--- config.mk ---
export PLATFORM = sky130hd
export DESIGN_NAME = loop_nest_controller
export DESIGN_NICKNAME = d
export VERILOG_FILES = /design/src/rtl/loop_nest_controller_pkg.sv /design/src/rtl/loop_nest_controller_loop_counter_stage.sv /design/src/rtl/loop_nest_controller.sv
export SDC_FILE = /design/constraint.sdc
export NUM_CORES = 1
export LEC_CHECK = 0
export CAP_MARGIN = 10
export CORE_MARGIN = 3
export CORE_UTILIZATION = 55
export DETAILED_ROUTE_END_ITERATION = 10
export GPL_TIMING_DRIVEN = 0
export HOLD_SLACK_MARGIN = 0.1
export PLACE_DENSITY = 0.88
export SETUP_SLACK_MARGIN = 0.15
export SLEW_MARGIN = 10
export SYNTH_ARGS = -nofsm -noshare
export SYNTH_HDL_FRONTEND = slang
export SYNTH_SLANG_ARGS = --single-unit
--- constraint.sdc ---
create_clock -name clk -period 3.9 [get_ports clk]
set_input_delay 0.975 -clock clk [delete_from_list [all_inputs] [get_ports clk]]
set_output_delay 0.975 -clock clk [all_outputs]
set_load 0.01 [all_outputs]
--- src/rtl/loop_nest_controller_pkg.sv ---
`default_nettype none
// ============================================================================
// Module   : loop_nest_controller_pkg
// Brief    : FSM encoding and parameter helpers shared by the loop-nest files.
// Revision : 1.0
// ============================================================================
package loop_nest_controller_pkg;

  localparam int         c_STATE_W = 2;
  localparam logic [1:0] c_S_IDLE  = 2'd0;
  localparam logic [1:0] c_S_RUN   = 2'd1;
  localparam logic [1:0] c_S_FIN   = 2'd2;

  // True when an id field of width id_w can address every one of num_loops levels.
  function automatic bit id_width_ok(input int num_loops, input int id_w);
    return (num_loops >= 1) && (id_w >= 1) && (id_w < 31) &&
           (num_loops <= (1 << id_w));
  endfunction

endpackage
`default_nettype wire

--- src/rtl/loop_nest_controller_loop_counter_stage.sv ---
`default_nettype none
// ============================================================================
// Module   : loop_counter_stage
// Brief    : One nest level: max-iter register, counter, first/last, carry.
// Revision : 1.0
// ============================================================================
module loop_counter_stage
  import loop_nest_controller_pkg::*;
#(
  parameter int LOOP_ITER_W = 16
) (
  input  logic                   clk,
  input  logic                   reset,
  input  logic                   i_wr_en,
  input  logic [LOOP_ITER_W-1:0] i_wr_data,
  input  logic                   i_carry_in,
  input  logic                   i_clear,
  input  logic                   i_active,
  output logic [LOOP_ITER_W-1:0] o_count,
  output logic                   o_first,
  output logic                   o_last,
  output logic                   o_carry_out
);

  logic [LOOP_ITER_W-1:0] r_max;
  logic [LOOP_ITER_W-1:0] r_count;
  logic                   w_last;

  // Inactive levels look permanently last so carries pass straight through them.
  assign w_last = !i_active || (r_count == r_max);

  always_ff @(posedge clk) begin
    if (reset) begin
      r_max   <= '0;
      r_count <= '0;
    end else begin
      if (i_wr_en) begin
        r_max <= i_wr_data;
      end
      if (i_clear || !i_active) begin
        r_count <= '0;
      end else if (i_carry_in) begin
        r_count <= w_last ? '0 : r_count + LOOP_ITER_W'(1);
      end
    end
  end

  assign o_count     = r_count;
  assign o_first     = (r_count == '0);
  assign o_last      = w_last;
  assign o_carry_out = i_carry_in & w_last;

endmodule
`default_nettype wire

--- src/rtl/loop_nest_controller.sv ---
`default_nettype none
// ============================================================================
// Module   : loop_nest_controller
// Brief    : Sequences a nest of counted loops, one inner step per handshake.
// Revision : 1.0
// ============================================================================
module loop_nest_controller
  import loop_nest_controller_pkg::*;
#(
  parameter int NUM_LOOPS   = 8,
  parameter int LOOP_ID_W   = 3,
  parameter int LOOP_ITER_W = 16
) (
  input  logic                             clk,
  input  logic                             reset,
  input  logic                             cfg_loop_iter_v,
  input  logic [LOOP_ITER_W-1:0]           cfg_loop_iter,
  input  logic [LOOP_ID_W-1:0]             cfg_loop_iter_loop_id,
  input  logic                             start,
  input  logic                             abort,
  output logic                             busy,
  output logic                             done,
  output logic                             aborted,
  output logic                             cfg_err,
  output logic                             step_valid,
  input  logic                             step_ready,
  output logic [NUM_LOOPS*LOOP_ITER_W-1:0] loop_iter_vec,
  output logic [NUM_LOOPS-1:0]             loop_first_vec,
  output logic [NUM_LOOPS-1:0]             loop_last_vec,
  output logic [LOOP_ID_W-1:0]             loop_exit_level,
  output logic                             loop_exit_any
);

  localparam bit c_ID_W_OK = id_width_ok(NUM_LOOPS, LOOP_ID_W);

  logic [c_STATE_W-1:0] r_state;
  logic [LOOP_ID_W-1:0] r_max_loop_ptr;
  logic                 r_aborted;
  logic                 r_cfg_err;

  logic                 w_idle;
  logic                 w_run;
  logic                 w_id_ok;
  logic                 w_cfg_wr;
  logic                 w_handshake;
  logic                 w_final;
  logic                 w_clear;
  logic [NUM_LOOPS:0]   w_carry;
  logic [NUM_LOOPS-1:0] w_active;
  logic [NUM_LOOPS-1:0] w_wr_en;
  logic [NUM_LOOPS-1:0] w_first;
  logic [NUM_LOOPS-1:0] w_last;
  logic [LOOP_ID_W-1:0] w_exit_level;
  logic                 w_prefix;

  assign w_idle      = (r_state == c_S_IDLE);
  assign w_run       = (r_state == c_S_RUN);
  assign w_id_ok     = c_ID_W_OK && (32'(cfg_loop_iter_loop_id) < NUM_LOOPS);
  assign w_cfg_wr    = cfg_loop_iter_v && w_idle && w_id_ok;
  // Abort wins over a same-cycle handshake: the step is not consumed.
  assign w_handshake = w_run && step_ready && !abort;
  assign w_clear     = !w_run || abort;
  assign w_carry[0]  = w_handshake;
  assign w_final     = w_carry[NUM_LOOPS];

  for (genvar i = 0; i < NUM_LOOPS; i++) begin : g_stage
    assign w_active[i] = (i <= 32'(r_max_loop_ptr));
    assign w_wr_en[i]  = w_cfg_wr && (32'(cfg_loop_iter_loop_id) == i);

    loop_counter_stage #(
      .LOOP_ITER_W(LOOP_ITER_W)
    ) u_stage (
      .clk        (clk),
      .reset      (reset),
      .i_wr_en    (w_wr_en[i]),
      .i_wr_data  (cfg_loop_iter),
      .i_carry_in (w_carry[i]),
      .i_clear    (w_clear),
      .i_active   (w_active[i]),
      .o_count    (loop_iter_vec[i*LOOP_ITER_W +: LOOP_ITER_W]),
      .o_first    (w_first[i]),
      .o_last     (w_last[i]),
      .o_carry_out(w_carry[i+1])
    );
  end

  // Highest active level whose whole sub-nest (levels 0..k) is at its last value.
  always_comb begin
    w_exit_level = '0;
    w_prefix     = 1'b1;
    for (int k = 0; k < NUM_LOOPS; k++) begin
      w_prefix = w_prefix & w_last[k];
      if (w_prefix && w_active[k]) begin
        w_exit_level = LOOP_ID_W'(k);
      end
    end
  end

  always_ff @(posedge clk) begin
    if (reset) begin
      r_state        <= c_S_IDLE;
      r_max_loop_ptr <= '0;
      r_aborted      <= 1'b0;
      r_cfg_err      <= 1'b0;
    end else begin
      r_aborted <= abort && !w_idle;
      r_cfg_err <= cfg_loop_iter_v && (!w_idle || !w_id_ok);
      if (w_cfg_wr) begin
        r_max_loop_ptr <= cfg_loop_iter_loop_id;
      end
      case (r_state)
        c_S_IDLE: if (start) r_state <= c_S_RUN;
        c_S_RUN: begin
          if (abort)        r_state <= c_S_IDLE;
          else if (w_final) r_state <= c_S_FIN;
        end
        c_S_FIN:  r_state <= c_S_IDLE;
        default:  r_state <= c_S_IDLE;
      endcase
    end
  end

  assign busy            = !w_idle;
  assign done            = (r_state == c_S_FIN);
  assign aborted         = r_aborted;
  assign cfg_err         = r_cfg_err;
  assign step_valid      = w_run;
  assign loop_first_vec  = busy ? w_first : '0;
  assign loop_last_vec   = busy ? w_last : '0;
  assign loop_exit_level = w_run ? w_exit_level : '0;
  assign loop_exit_any   = w_run && w_last[0];

endmodule
`default_nettype wire

==> impl_metrics.csv <==
group,metric,value,unit
yosys,synth-main-ff-cell,"dfxtp_1",
clocking,cts-root-buf,"clkbuf_16",
yosys,ys_warn_count,0,
timing,tightest_slew,1.260,ns
critical_path,rrSetupSlack,0.39,ns
die,coreArea,22850,um^2
placement,dpl.hpwl,29.12,mm
yosys,syn_area_per_cell,7.889,um^2
critical_path,crit_fanout,8,
drt,wire_per_inst,21.08,um
clocking,clkTransAtPathRegs,0.06,ns
clocking,clockBufferDepth,3,
clocking,clk_latency,0.55,ns
clocking,cts_sinks,263,
job,drv_cap,0,
critical_path,worst_setup_path_start_kind,"flop",
yosys,seq_area_frac_synth,0.4082,
global_route,overflow,0,
drt,drt-pass1-iter-count,7,
placement,gp_congestion,0.9493,
drt,drc,0,
placement,dp.cells,2106,
yosys,yosysMostFrequentCell,"nand2_1",
timing,rsz0062_at_grt,"yes",
clocking,cts_inserted_buffers,27,
clocking,cts_tree,"done",
final_layout,nNetsFinal,1897,
yosys,yosysTopAreaCellShare,0.4082,
outcome,outcome,"finished with violations",
drt,vias_per_cell,6.319,
timing,hold_viol_final,0,
critical_path,slowest_delay,0.45,ns
yosys,ys_seq_elements,263,
yosys,synth_cells,1635,
yosys,synthDistinctLibCells,45,
critical_path,critPathCaptureType,"primary output",
timing,max_slew_margin,0.1523,
drt,finalWirelength,46.05,mm
yosys,synth_top_area_cell,"dfxtp_1",
timing,postLayoutSetupSlackWorst,-0.0009428,ns
final_layout,nFillCells,1568,
clocking,cts_hold_buf,0,
drt,drt-initial-drc-count,1953,
final_layout,design_area,16600,um^2
critical_path,required,2.92,ns
final_layout,drive_gt1_frac,0.1315,
yosys,async_reset_ff_frac,0,
critical_path,worst_ep_arrival_time,2.93,ns
yosys,synth-edff-count,0,
worst_hold_path,hp-class,"flop to flop",
yosys,synth_nets,1676,
yosys,synthTopCellsByArea,"dfxtp_1 (41%), xnor2_1 (11%), nand2_1 (9.4%), a21oi_1 (6.4%), nor2_1 (3.9%)",
die,die_h,159.1,um
outcome,violations,"setup timing",
die,die_w,159.1,um
placement,detailed_place.area,14870,um^2
critical_path,critical_path_class,"flop to primary output",
final_layout,area_growth,28.68,%
pwr,p_leak,5.352,nW
timing,setup_viol,1,
die,die_area,25330,um^2
clocking,cts.htree.levels,1,
timing,clock.fmax,256.3,MHz
timing,min_period,3.901,ns
critical_path,slowest_stage,"or3_4",
global_route,grt_pass1_vias,12940,
critical_path,r2r_end,"g_stage[4].u_stage.o_count[8]",
pwr,power_density,364.6,nW/um^2
global_route,track_usage,0.3259,
die,num_rows,55,
final_layout,utilization,0.7265,
drt,vias,13810,
critical_path,reg2reg_from,"g_stage[4].u_stage.r_max[2]",
final_layout,fin_cells,2185,
die,floorplan.initialDensity,0.5646,
critical_path,cp-endpoint,"loop_exit_level[0]",
critical_path,cp_cell_sequence,"xnor2_1 > nand4_1 > nor4_4 > buf_4 > buf_4 > nor2_4 > or3_4 > o21a_1 > o21a_1 > buf_2",
critical_path,r2r.worst_path.cells,11,
yosys,yosys-top-cells-count,"nand2_1 (323), dfxtp_1 (263), xnor2_1 (168), a21oi_1 (165), nor2_1 (135)",
global_route,grt_first_pass_wirelength,67.97,mm
global_route,grt_max_degree,15,
placement,io_buffers,158,
timing,fin_skew,0.01642,ns
drt,ant_nets,0,
die,io_pins,178,
critical_path,cp-startpoint,"g_stage[1].u_stage.o_count[15]",
timing,slew_violations,0,
yosys,syn-cell-area,12900,um^2
timing,finalCritPeriodShare,1.000,
pwr,vdd_drop_max,0.0002751,V
global_route,antenna_found_initial,1,
-- worst min-delay path by stage --
stage,to,cells after the start,slack [ns],startpoint
finish,g_stage[4].u_stage.r_max[12],2,0.47,g_stage[4].u_stage.r_max[12]
global route,g_stage[4].u_stage.r_max[12],2,0.49,g_stage[4].u_stage.r_max[12]
detailed placement,g_stage[2].u_stage.r_max[14],2,0.46,g_stage[2].u_stage.r_max[14]
floorplan,g_stage[7].u_stage.r_max[10],2,0.45,g_stage[7].u_stage.r_max[10]
global placement,g_stage[2].u_stage.r_max[12],2,0.45,g_stage[2].u_stage.r_max[12]
CTS,g_stage[0].u_stage.r_max[8],2,0.47,g_stage[0].u_stage.r_max[8]
-- layout by cell type, fill, tap and decap left out, types with 11 or more instances in the layout --
cell	instances
and3_1	22
o21ai_0	25
dfxtp_4	25
buf_4	45
clkbuf_1	74
and2_1	11
nand4_1	56
nand3_1	40
nand2_1	322
clkbuf_16	27
xor2_1	50
nor2_1	131
dfxtp_1	182
clkdlybuf4s50_1	152
xnor2_1	156
nor3_1	23
nor4_1	70
or3_1	30
a21oi_1	163
xnor2_2	12
inv_1	41
dfxtp_2	56
ha_1	16
-- power breakdown --
group          leakage, nW  switching, mW  internal, mW  total, mW
Sequential            2.17         0.0249          2.70       2.72
Clock                0.450           1.11          1.61       2.72
Combinational         2.73          0.391         0.219      0.610
Total                 5.35           1.52          4.53       6.05
-- sequential cells by signal (all words and copies together), names as in the netlist --
name                     cells
g_stage.u_stage.o_count    128
g_stage.u_stage.r_max      128
aborted                      1
r_max_loop_ptr               3
cfg_err                      1
r_state                      2
-- area by class of cell --
type | count | area (um^2) | share of cell area
antenna | 1 | 2.502 | 0.0001508
buffer | 113 | 623.1 | 0.03754
clock buffer | 32 | 744.5 | 0.04485
clock inverter | 12 | 168.9 | 0.01018
inverter | 41 | 153.9 | 0.009272
multi-input combinational | 1218 | 7256 | 0.4371
sequential | 263 | 5429 | 0.3271
tap | 313 | 391.6 | 0.02359
timing repair buffer | 192 | 1829 | 0.1102
-- through the flow --
step	setup TNS (ns)	hold slack [ns]	total power [mW]	worst slack [ns]
after floorplan	0	0.4478	3.057	0.5902
after global placement	-66.04	0.4536	3.238	-0.9979
after detailed placement	-64.21	0.4589	3.248	-1.071
after CTS	0	0.4691	5.948	0.1370
after global routing	-0.009103	0.4882	6.149	-0.009103
final	-0.0009428	0.4733	6.052	-0.0009428
-- metal layers --
layer  track usage  share of wire  vias up
met5             0              0        -
met3       0.05723           0.12      320
li1              -              -     5974
met1        0.3967           0.36     6378
met2        0.5490           0.46     1136
met4        0.1787          0.074        0
-- critical path: cells and delay by family (launching register included) --
kind	cells	cell delay [ns]
simple gates	4	1.00
buf+inv	3	0.46
compound gates	2	0.33
xor+xnor	1	0.23
flops	1	0.35
-- kinds of logic (layout without fill, tap and decap cells) --
logic type               after synthesis  count (layout)  share of synthesized area
AND/OR/NAND/NOR                      765             765                     0.2832
XOR/XNOR                             219             219                     0.1493
buffers and inverters                154             390                    0.05054
flip-flops                           263             263                     0.4082
AO/OA/AOI/OAI                        214             214                    0.09021
adder cells (fa/ha/maj)               16              16                    0.01552
multiplexers                           4               4                   0.003104
other                                  0               1                          0
-- repair_timing --
action / CTS / global route
pin swaps: 19 / 21
buffers inserted: 14 / 20
setup endpoints to repair: 113 / 87
resized for setup: 130 / 91
Power figures use the tool's default switching activity.
